[src/rtl/lcd1602_frame_writer.sv]
// lcd1602_frame_writer
//   Owns a 2x16 character frame buffer that the host writes at random. It
//   waits out panel power-up, sends the HD44780 init commands, and then
//   refreshes the panel from the buffer forever. Every bus transaction runs
//   four phases: SETUP, EN_HI, HOLD and GAP. Each phase length is a parameter.
// Ports
//   clk, rst_n          system clock, asynchronous active-low reset
//   wr_en/addr/data     frame buffer write (addr 0-15 row 0, 16-31 row 1)
//   init_done           high once 0x38,0x0C,0x06,0x01 have completed
//   frame_done          one-cycle pulse when row 1 column 15 has completed
//   lcd_rs/rw/en/dat    panel bus (rw tied low, write only)
//   lcd_bl_p/lcd_bl_n   backlight, constant on
module lcd1602_frame_writer #(
  parameter int SETUP_CYC = 4,
  parameter int EN_CYC    = 16,
  parameter int HOLD_CYC  = 4,
  parameter int GAP_CYC   = 2500,
  parameter int CLR_CYC   = 100000,
  parameter int PWRUP_CYC = 1000000
) (
  input  logic       clk,
  input  logic       rst_n,
  input  logic       wr_en,
  input  logic [4:0] wr_addr,
  input  logic [7:0] wr_data,
  output logic       init_done,
  output logic       frame_done,
  output logic       lcd_rs,
  output logic       lcd_rw,
  output logic       lcd_en,
  output logic [7:0] lcd_dat,
  output logic       lcd_bl_p,
  output logic       lcd_bl_n
);
  localparam int MAXC = (PWRUP_CYC > CLR_CYC) ? PWRUP_CYC : CLR_CYC;
  localparam int CW   = $clog2(MAXC + 1);

  typedef enum logic [2:0] {PWRUP, INIT, ADDR0, ROW0, ADDR1, ROW1} seq_t;
  typedef enum logic [1:0] {SETUP, EN_HI, HOLD, GAP} ph_t;

  seq_t            seq, seq_n;
  ph_t             ph, ph_n;
  logic [3:0]      col, col_n;     // column index; in INIT it selects the command
  logic [CW-1:0]   cnt, cnt_n, len;
  logic            start, init_set, frame_set, rs_n;
  logic [7:0]      dat_n;
  logic [31:0][7:0] fbuf;

  assign lcd_rw   = 1'b0;
  assign lcd_bl_p = 1'b1;
  assign lcd_bl_n = 1'b0;

  always_comb begin
    // phase length; the clear command needs the long settle gap
    case (ph)
      SETUP:   len = CW'(SETUP_CYC);
      EN_HI:   len = CW'(EN_CYC);
      HOLD:    len = CW'(HOLD_CYC);
      default: len = (!lcd_rs && lcd_dat == 8'h01) ? CW'(CLR_CYC) : CW'(GAP_CYC);
    endcase
    if (seq == PWRUP) len = CW'(PWRUP_CYC);

    seq_n     = seq;
    ph_n      = ph;
    col_n     = col;
    cnt_n     = cnt + 1'b1;
    start     = 1'b0;
    init_set  = 1'b0;
    frame_set = 1'b0;
    if (cnt == len - 1'b1) begin
      cnt_n = '0;
      if (seq == PWRUP || ph == GAP) begin
        // end of the previous transaction: pick the next byte to send
        start = 1'b1;
        ph_n  = SETUP;
        case (seq)
          PWRUP: begin seq_n = INIT; col_n = '0; end
          INIT: begin
            col_n = col + 4'd1;
            if (col == 4'd3) begin seq_n = ADDR0; init_set = 1'b1; end
          end
          ADDR0: begin seq_n = ROW0; col_n = '0; end
          ROW0: begin
            col_n = col + 4'd1;
            if (col == 4'd15) seq_n = ADDR1;
          end
          ADDR1: begin seq_n = ROW1; col_n = '0; end
          default: begin
            col_n = col + 4'd1;
            if (col == 4'd15) begin seq_n = ADDR0; frame_set = 1'b1; end
          end
        endcase
      end else begin
        case (ph)
          SETUP:   ph_n = EN_HI;
          EN_HI:   ph_n = HOLD;
          default: ph_n = GAP;
        endcase
      end
    end

    rs_n = (seq_n == ROW0) || (seq_n == ROW1);
    case (seq_n)
      INIT: begin
        case (col_n[1:0])
          2'd0:    dat_n = 8'h38;
          2'd1:    dat_n = 8'h0C;
          2'd2:    dat_n = 8'h06;
          default: dat_n = 8'h01;
        endcase
      end
      ADDR0:   dat_n = 8'h80;
      ROW0:    dat_n = fbuf[{1'b0, col_n}];
      ADDR1:   dat_n = 8'hC0;
      ROW1:    dat_n = fbuf[{1'b1, col_n}];
      default: dat_n = 8'h00;
    endcase
  end

  always_ff @(posedge clk or negedge rst_n) begin
    if (!rst_n) begin
      seq        <= PWRUP;
      ph         <= SETUP;
      col        <= '0;
      cnt        <= '0;
      lcd_en     <= 1'b0;
      lcd_rs     <= 1'b0;
      lcd_dat    <= 8'h00;
      init_done  <= 1'b0;
      frame_done <= 1'b0;
    end else begin
      seq        <= seq_n;
      ph         <= ph_n;
      col        <= col_n;
      cnt        <= cnt_n;
      lcd_en     <= (ph_n == EN_HI);
      frame_done <= frame_set;
      if (init_set) init_done <= 1'b1;
      // The character is sampled once at SETUP entry and then held. A write
      // to the same address on this edge lands after the read (old value sent).
      if (start) begin
        lcd_rs  <= rs_n;
        lcd_dat <= dat_n;
      end
    end
  end

  always_ff @(posedge clk or negedge rst_n) begin
    if (!rst_n)     fbuf <= {32{8'h20}};
    else if (wr_en) fbuf[wr_addr] <= wr_data;
  end
endmodule
[config.mk]
export PLATFORM = sky130hd
export DESIGN_NAME = lcd1602_frame_writer
export DESIGN_NICKNAME = d
export VERILOG_FILES = /design/src/rtl/lcd1602_frame_writer.sv
export SDC_FILE = /design/constraint.sdc
export NUM_CORES = 1
export LEC_CHECK = 0
export CAP_MARGIN = 5
export CORE_ASPECT_RATIO = 1.5
export CORE_MARGIN = 1
export CORE_UTILIZATION = 28
export CTS_CLUSTER_DIAMETER = 200
export DETAILED_ROUTE_END_ITERATION = 8
export GPL_ROUTABILITY_DRIVEN = 0
export MAX_ROUTING_LAYER = met4
export PLACE_DENSITY = 0.53
export SETUP_SLACK_MARGIN = 0.1
export SYNTH_ARGS = -nofsm -noshare
export SYNTH_HDL_FRONTEND = slang
export SYNTH_SLANG_ARGS = --single-unit
[constraint.sdc]
create_clock -name clk -period 4.6 [get_ports clk]
set_clock_uncertainty 0.15 [all_clocks]
set_input_delay 0.92 -clock clk [delete_from_list [all_inputs] [get_ports clk]]
set_output_delay 0.92 -clock clk [all_outputs]
set_load 0.03 [all_outputs]
Word-level counts from Yosys, hierarchy flattened. Index checks and enable logic that the tools add are counted.

Add/subtract/negate cells: 3. Multipliers: 0. Divide/modulo/power cells: 0. Magnitude comparators: 4. Equal/unequal tests: 19. Shift-type cells: 0. Multiplexer cells: 35. Bitwise operators: 0. Reduce and logical (&&, ||, !) cells: 11.

Operator list (number): $bwmux 256 (1); $bmux 8 s4 (2); $demux 8 s5 (1); $mux 20 (2); $pmux 8 s5 (1); $pmux 17 s2 (1); $mux 8 (3); $add 20x1->20 const B (1); $eq 20x20->1 (1); $sub 20x1->20 const B (1); $pmux 6 s3 (1); $mux 17 (1); $mux 3 (5); $pmux 3 s5 (1); $eq 3x2->1 const B (4); $lt 5x6->1 const B (2); $mux 4 (3); $mux 1 (10); $eq 3x3->1 const B (3); $eq 8x1->1 const B (1); $eq 2x1->1 const B (3); $eq 2x2->1 const B (3); $eq 3x1->1 const B (2); $lt 4x6->1 const B (1); 14 further kinds (18).

Bits in registers: 297. Bits in latches: 0. RAM bits: 0. ROM bits: 0. Input port bits: 16. Output and inout port bits: 15. Word-level logic and storage cells: 113. Memories: 0.

Depth between registers and ports, before layout. Gate-level depths: netlist (run 1).

Depth in word-level cells: 11. Gate-level depth with buffers: 22. Depth with buffers taken out: 17.

Worst setup path before layout (run 1). OpenSTA, ideal clock, no wires.

Path kind: flip-flop to flip-flop. From: reg lcd_dat[2]. To: reg lcd_dat[2]. Setup time: 0.118 ns. Arrival time: 4.006 ns. Data required time: 4.332 ns. Slack: 0.326 ns. Stages on the path, launching flop included: 20. Path buffers: 5. Clock period less this slack: 4.274 ns. Path through: dfrtp_1 nor4_1 nand3_1 a31oi_2 ha_1 a21boi_0 nor3b_1 o21ai_1 a32oi_1 buf_2 nand4_2 nand2_2 buf_6 buf_4 buf_2 buf_4 ha_1 a32oi_1 nand3_1 a21o_1.

Longest elaborated chain between the ends: 11. Elaborated cells between the ends (all ways): 24. Classes of those cells: add/sub: 1; eq/ne: 9; mux: 12; reduce/logical: 2.

Ends and longest elaborated chain: from (decl) (RTL line 31) `output logic [7:0] lcd_dat,`; from (signal assigned) (RTL line 143) `lcd_dat <= dat_n;`; $eq 8x1->1 (*) (RTL line 59) `default: len = (!lcd_rs && lcd_dat == 8'h01) ? CW'(CLR_CYC) : CW'(GAP_CYC);`; $logic_and 1x1->1 (*) (RTL line 59); $mux 17 (*) (RTL line 59); $pmux 17 s2 (*) (RTL line 55) `case (ph)`; $mux 20 (*) (RTL line 61) `if (seq == PWRUP) len = CW'(PWRUP_CYC);`; $sub 20x1->20 (*) (RTL line 70) `if (cnt == len - 1'b1) begin`; $eq 20x20->1 (*) (RTL line 70); $mux 4 (*) (RTL line 70); named net col_n[1] (RTL line 43) `logic [3:0] col, col_n;`; $bmux 8 s4, or another cell as far along (RTL line 115) `ROW1: dat_n = fbuf[{1'b1, col_n}];`; $mux 8 (implied by the code), or another cell as far along (RTL line 115); $pmux 8 s5 (*) (RTL line 103) `case (seq_n)`.

The timed path passes the listed nets; every way through them passes the cells marked *. The select of a mux whose other input is x is not followed. A chain may end at the register's enable or synchronous reset.

Worst setup path in the final report (run 1).
From: reg lcd_dat[2]. To: reg lcd_dat[6].

Longest elaborated chain between the ends: 11. Elaborated cells between the ends (all ways): 20. Classes of those cells: add/sub: 1; eq/ne: 7; mux: 11; reduce/logical: 1.

Ends and longest elaborated chain (RTL line): $eq 8x1->1 (*) (59); $logic_and 1x1->1 (*) (59); $mux 17 (*) (59); $pmux 17 s2 (*) (55); $mux 20 (*) (61); $sub 20x1->20 (*) (70); $eq 20x20->1 (*) (70); $mux 4 (70); $bmux 8 s4, on equally long branches (115, 113); $mux 8, on equally long branches (115, 113); $pmux 8 s5 (103).

Every way passes the cells marked *; elsewhere a longest branch is shown, timed or not. The select of a mux whose other input is x is not followed.

==> out/metrics.yaml, run 1 <==
syn-cell-area_um2: 14900
clock-sinks: 297
insertion_delay_ns: 0.59
start_kind: "flip-flop"
hold_violations: 0
grt-ovfl-total: 0
ys_ff_latch: 297
die_x_um: 191
cellLeakagePower_nw: 7.56
vias: 10598
ys_seq_area_share_pct: 50.0
grt_pass1_wl_um: 69200
die_h_um: 285
reg2reg_from: "lcd_dat[2]$_DFFE_PN0P_"
hold_class: "primary input to asynchronous set/reset pin"
r2r_cells: 18
coreArea_um2: 52700
r2r_setup_slack_ns: 0.27
ys_top_cells_by_area: "dfrtp_1 44%, mux2_2 21%, dfstp_2 5.6%"
drtPass1Iterations: 5
fp-row-count: 103
drt_iter0_drc: 731
netlist_instances: 1282
cts_tree: "done"
dp_hpwl_um: 31200
nFillCells: 5233
post_drt_wl_per_cell_um: 22.1
synth_top_cell_by_area: "dfrtp_1"
ys_async_sr_fraction_pct: 100
holdWs_ns: 0.230
final_nets: 1379
maxCapViolCount: 0
setup_viol: 0
synth-edff-count: 0
layout_common_cells: "273 x mux2_2, 265 x dfrtp_1, 144 x nand2_1"
synth_cell_type_count: 83
relSlewSlack_pct: 15.2
area_growth_pct: 19.0
clk_path_buf_depth: 3
grt_max_degree: 104
h-tree-depth: 1
min_period_ns: 4.33
crit_path_max_incr_delay_ns: 0.56
cp-end-kind: "flip-flop"
slowest_stage: "or4_1"
fin_crit_sh_pct: 94.1
rsz0062_at_grt: "true"
crit_chain: "nor4_4 -> nand3_1 -> a31oi_2 -> ha_1 -> a21boi_2 -> a31oi_1 -> a2bb2oi_2 -> nor4_4 -> buf_4 -> and4_1 -> a21o_2 -> inv_4 -> clkbuf_16 -> a21oi_1 -> a221oi_1 -> or4_1 -> a22oi_1 -> o21ai_1"
final_util_pct: 33.7
place_area_um2: 16300
path_max_fanout: 21
reg2reg_to: "lcd_dat[6]$_DFFE_PN0P_"
vdd.ir_drop.worst_mv: 0.316
yosys_warnings: 0
power_mw: 7.01
root_buffer: "clkbuf_16"
drcViolationCount: 0
path_class: "flip-flop to flip-flop"
path_clk_slew_ns: 0.07
ant_nets: 0
cts-buffers-inserted: 31
outcome: "completed"
initial_core_util_pct: 28.3
clock.fmax_mhz: 231
final_common_cell: "mux2_2"
drive_above_1_share_pct: 36.2
routed_wl_um: 45500
antenna_found_initial: 0
via_per_inst: 5.14
synth_top_area_share_pct: 44.4
p_per_area_nw_per_um2: 394
drv_slew: 0
io_pins: 31
grtUsageTotal_pct: 17.2
worstMarginPinSlew_ns: 1.27
arrival_ns: 4.64
ys.flop_type: "dfrtp_1"
syn_avg_cell_area_um2: 11.6
grt_pass1_vias: 11041
critical_path_required_ns: 4.91
critPathMostFrequentCell: "nor4_4"
multi_input_area_um2: 7060
io_buffers: 27
regArea_um2: 7470
dieArea_um2: 54300
fin_setup_tns_ns: 0
finalInstanceArea_um2: 17800
hold_buffers: 0
## worst max-delay path, delay by kind of cell, from the launching register on
| family | cells | cell delay, ns |
|---|---|---|
| and+or+nand+nor | 5 | 1.52 |
| AOI/OAI and AO/OA | 9 | 1.44 |
| buffers and inverters | 3 | 0.48 |
| DFF | 1 | 0.41 |
| adders and majority gates | 1 | 0.20 |
## worst max-delay path by stage
stage / depth (start not counted) / start / slack, ns / endpoint
after floorplan: 19 / lcd_dat[2]$_DFFE_PN0P_ / 0.33 / lcd_dat[2]$_DFFE_PN0P_
after global placement: 16 / lcd_dat[2]$_DFFE_PN0P_ / -0.29 / lcd_dat[7]$_DFFE_PN0P_
after detailed placement: 16 / lcd_dat[2]$_DFFE_PN0P_ / -0.30 / lcd_dat[7]$_DFFE_PN0P_
after CTS: 17 / lcd_dat[2]$_DFFE_PN0P_ / 0.11 / lcd_dat[3]$_DFFE_PN0P_
after global routing: 18 / lcd_dat[2]$_DFFE_PN0P_ / 0.10 / lcd_dat[3]$_DFFE_PN0P_
final: 18 / lcd_dat[2]$_DFFE_PN0P_ / 0.27 / lcd_dat[6]$_DFFE_PN0P_
## report_power, final
part / internal, mW / switching, mW
clock: 1.78 / 1.09
combinational: 0.457 / 0.356
sequential: 3.09 / 0.226
total: 5.33 / 1.68
## area by class of cell
cell class              count  area share, %
diodes                      1         0.0141
clock buffers              41           4.92
well taps                 682           4.80
clock inverters            17           1.68
repair buffers            122           6.52
inverters                  11          0.261
multi-input cells         892           39.7
flip-flops and latches    297           42.1
## metrics by stage
step	std cells	setup slack [ns]
after global routing	2062	0.104
after detailed placement	1991	-0.304
after global placement	1991	-0.289
after CTS	2054	0.105
after floorplan	1283	0.326
final	2063	0.269
## sequential cells by signal, summed over array words and instances (netlist names)
register,flops
fbuf,256
cnt,20
lcd_dat,8
col,4
seq,3
ph,2
frame_done,1
init_done,1
lcd_en,1
lcd_rs,1
## routing by layer
| layer | global-route usage [%] | routed length, um |
|---|---|---|
| met2 | 30.5 | 24000 |
| met1 | 19.5 | 18100 |
| met5 | - | 0 |
| met4 | 6.86 | 1830 |
| met3 | 1.82 | 1570 |
## synthesized netlist by cell type (3+ instances only)
cell type	n
o21ai_1	11
nand2_1	144
ha_1	8
a2bb2oi_1	3
dfstp_2	32
o22ai_1	6
a31oi_1	13
buf_2	15
and4_1	4
and3_1	14
buf_4	13
inv_1	8
a22oi_1	6
nand4_1	13
mux2_2	273
nand3b_1	4
nor3b_1	7
nand3_1	50
a211oi_1	12
nor4_4	3
xnor2_1	9
a21boi_0	8
or3_1	3
clkbuf_1	46
dfrtp_1	265
o21ai_0	14
a21o_1	5
a32oi_1	7
a32o_1	3
inv_2	3
xor2_1	10
buf_6	5
a221oi_1	5
nor3_1	11
o211ai_1	5
and2_1	8
nor4_1	8
nor2_1	69
a21oi_1	27
nor2b_1	3
mux2i_1	72
## kinds of logic (layout without fill, tap and decap cells)
group / Yosys count / after routing / synth area share [%]
muxes: 345 / 345 / 25.4
buffers and inverters: 94 / 191 / 3.15
and+or+nand+nor: 362 / 362 / 12.0
DFF: 297 / 297 / 50.0
other: 2 / 4 / 0.0503
adders and majority gates: 8 / 8 / 0.670
AOI/OAI and AO/OA: 155 / 155 / 7.58
xor gates and xnor gates: 19 / 19 / 1.11
## timing repair
item                       in CTS  in global routing
gates cloned                    0                  2
setup buffers                   5                  6
setup endpoints to repair       8                  8
pin swaps                       2                  3
gates resized for setup         9                 14
Note: power is estimated with default switching activity, not from simulation.
==> run 2: changes to the inputs <==
--- a/config.mk
+++ b/config.mk
@@ -12,8 +12,10 @@
 export CTS_CLUSTER_DIAMETER = 200
 export DETAILED_ROUTE_END_ITERATION = 8
 export GPL_ROUTABILITY_DRIVEN = 0
+export HOLD_SLACK_MARGIN = 0.03
 export MAX_ROUTING_LAYER = met4
 export PLACE_DENSITY = 0.53
+export REMOVE_ABC_BUFFERS = 1
 export SETUP_SLACK_MARGIN = 0.1
 export SYNTH_ARGS = -nofsm -noshare
 export SYNTH_HDL_FRONTEND = slang
==> run 2 against run 1 <==
Compared with the run above: register-to-register slack improved by 0.03 ns; wire length decreased by 1.8%; utilization grew 0.10 points; maximum frequency up 0.71%; sequential power is essentially flat.
==> out/metrics.yaml, run 2 (synthesis gave the netlist of run 1 again) <==
final_nets: 1392  # +0.94%
ant_nets: 0  # unchanged
p_per_area_nw_per_um2: 390  # -1.2%
grt.busiest_layer: "met2"
grt_pass1_wl_um: 69000  # -0.22%
pre_cts_slack_ns: -0.121  # +0.184 ns
slowest_stage: "or4_1"
path_class: "flip-flop to flip-flop"
fp-row-count: 103  # unchanged
cts-buffers-inserted: 29  # -6.5%
path_max_fanout: 16  # -24%
grt_pass1_vias: 11201  # +1.4%
arrival_ns: 4.61  # -0.03 ns
final_common_cell: "mux2_2"
grt-ovfl-total: 0  # unchanged
drt_iter0_drc: 551  # -25%
gr-usage-met3_pct: 2.03  # +0.21 points
clock.fmax_mhz: 233  # +0.71%
vias: 10576  # -0.21%
stdcell_count: 2074  # +0.53%
cts_tree: "done"
dieArea_um2: 54300  # unchanged
hold_class: "primary input to asynchronous set/reset pin"
drcViolationCount: 0  # unchanged
critical_path_required_ns: 4.91  # about the same
relSlewSlack_pct: 31.6  # +16 points
clock-sinks: 297  # unchanged
outcome: "completed"
area_growth_pct: 19.3
hold_violations: 0  # unchanged
coreArea_um2: 52700  # unchanged
fin_crit_sh_pct: 93.5  # -0.67 points
drtPass1Iterations: 5  # unchanged
place_area_um2: 16600  # +1.3%
finalInstanceArea_um2: 17800  # +0.30%
grt_max_degree: 120  # +15%
insertion_delay_ns: 0.59  # about the same
rsz0062_at_grt: "true"
min_period_ns: 4.30  # -0.0306 ns
routed_wl_um: 44700  # -1.8%
layout_common_cells: "273 x mux2_2, 265 x dfrtp_1, 144 x nand2_1"
power_mw: 6.94  # -0.90%
biggestRegsByFlops: "fbuf x256, cnt x20, lcd_dat x8"
cp_top_family: "compound AO/OA/AOI/OAI gates"
io_pins: 31  # unchanged
start_kind: "flip-flop"
antenna_found_initial: 1  # +1
die_h_um: 285  # unchanged
critPathBufInv: 3  # unchanged
top_register: "fbuf"
crit_chain: "nor4_2 -> buf_4 -> nand3_2 -> a31oi_4 -> ha_2 -> a21boi_4 -> a31oi_1 -> a2bb2oi_2 -> nor4_4 -> a31o_4 -> nand2_4 -> buf_12 -> buf_6 -> a221oi_2 -> a211oi_1 -> or4_1 -> a22oi_2 -> o21ai_1"
grtUsageTotal_pct: 17.1  # -0.027 points
multi_input_area_um2: 7070  # about the same
die_x_um: 191  # unchanged
use_met2_pct: 30.3  # -0.19 points
setup_viol: 0  # unchanged
drv_slew: 0  # unchanged
placed_cells: 2016  # +1.3%
path_clk_slew_ns: 0.07  # about the same
worstMarginPinSlew_ns: 1.03  # -0.242 ns
cellLeakagePower_nw: 7.60  # +0.55%
nFillCells: 5217  # -0.31%
h-tree-depth: 1  # unchanged
root_buffer: "clkbuf_16"
io_buffers: 27  # unchanged
clk_path_buf_depth: 3  # unchanged
met1_usage_pct: 18.6  # -0.90 points
setup_ws_ns: 0.300  # +0.0306 ns
initial_core_util_pct: 28.3  # unchanged
drive_above_1_share_pct: 36.8  # +0.58 points
cp-end-kind: "flip-flop"
post_drt_wl_per_cell_um: 21.5  # -2.4%
largest_reg_flops: 256  # unchanged
dp_hpwl_um: 32000  # +2.8%
vdd.ir_drop.worst_mv: 0.284  # -10%
regArea_um2: 7470  # unchanged
via_per_inst: 5.10  # -0.74%
maxCapViolCount: 0  # unchanged
crit_path_max_incr_delay_ns: 0.54  # -0.02 ns
## run 2: cell types whose count changed in the layout (fill, tap and decap cells not counted), moves of 2 or more
cell / change
buf_4: +15
clkbuf_16: -4
buf_12: +2
mux2i_2: -3
mux2i_1: +3
## run 2: path summary, 6_finish.rpt
kind	cells after the start	to	slack (ns)	startpoint
max	18	lcd_dat[6]$_DFFE_PN0P_	0.30	lcd_dat[7]$_DFFE_PN0P_
min reg2reg	1	init_done$_DFFE_PN0P_	0.33	init_done$_DFFE_PN0P_
max reg2reg	18	lcd_dat[6]$_DFFE_PN0P_	0.30	lcd_dat[7]$_DFFE_PN0P_
min	1	fbuf[228]$_DFFE_PN0P_	0.25	rst_n
max in group asynchronous	2	fbuf[29]$_DFFE_PN1P_	2.88	rst_n
min in group clk	1	init_done$_DFFE_PN0P_	0.33	init_done$_DFFE_PN0P_
## run 2: stage by stage
step | hold WS [ns] | setup TNS (ns) | util [%]
6_report | 0.250 | 0 | 33.8
5_1_grt | 0.329 | 0 | 33.8
4_1_cts | 0.329 | 0 | 33.6
3_5_place_dp | 0.329 | -0.146 | 31.4
3_3_place_gp | 0.319 | -0.196 | 31.4
2_1_floorplan | 0.305 | -14.14 | -
## run 2: report_power, final
group,total (mW),internal (mW),switching (mW)
sequential,3.31,3.09,0.216
clock,2.83,1.75,1.08
combinational,0.812,0.458,0.354
## run 2: cell type report
| class | instances | area share [%] |
|---|---|---|
| Tap cell | 682 | 4.79 |
| Antenna cell | 1 | 0.0140 |
| Multi-Input combinational cell | 892 | 39.7 |
| Inverter | 11 | 0.246 |
| Timing Repair Buffer | 137 | 7.01 |
| Clock inverter | 17 | 1.82 |
| Sequential cell | 297 | 41.9 |
| Clock buffer | 37 | 4.52 |
## run 2: timing repair
item	in CTS	in global routing
buffers inserted	0	3
hold buffers	0	0
setup endpoints to repair	6	8
pin swaps	0	6
resized for setup	4	19
## run 2: metal layers
metal  vias up  wire (um)
met4         0       2430
met2       248      23400
met1      5425      17300
li1       4807          -
met3        96       1590
met5         -          0
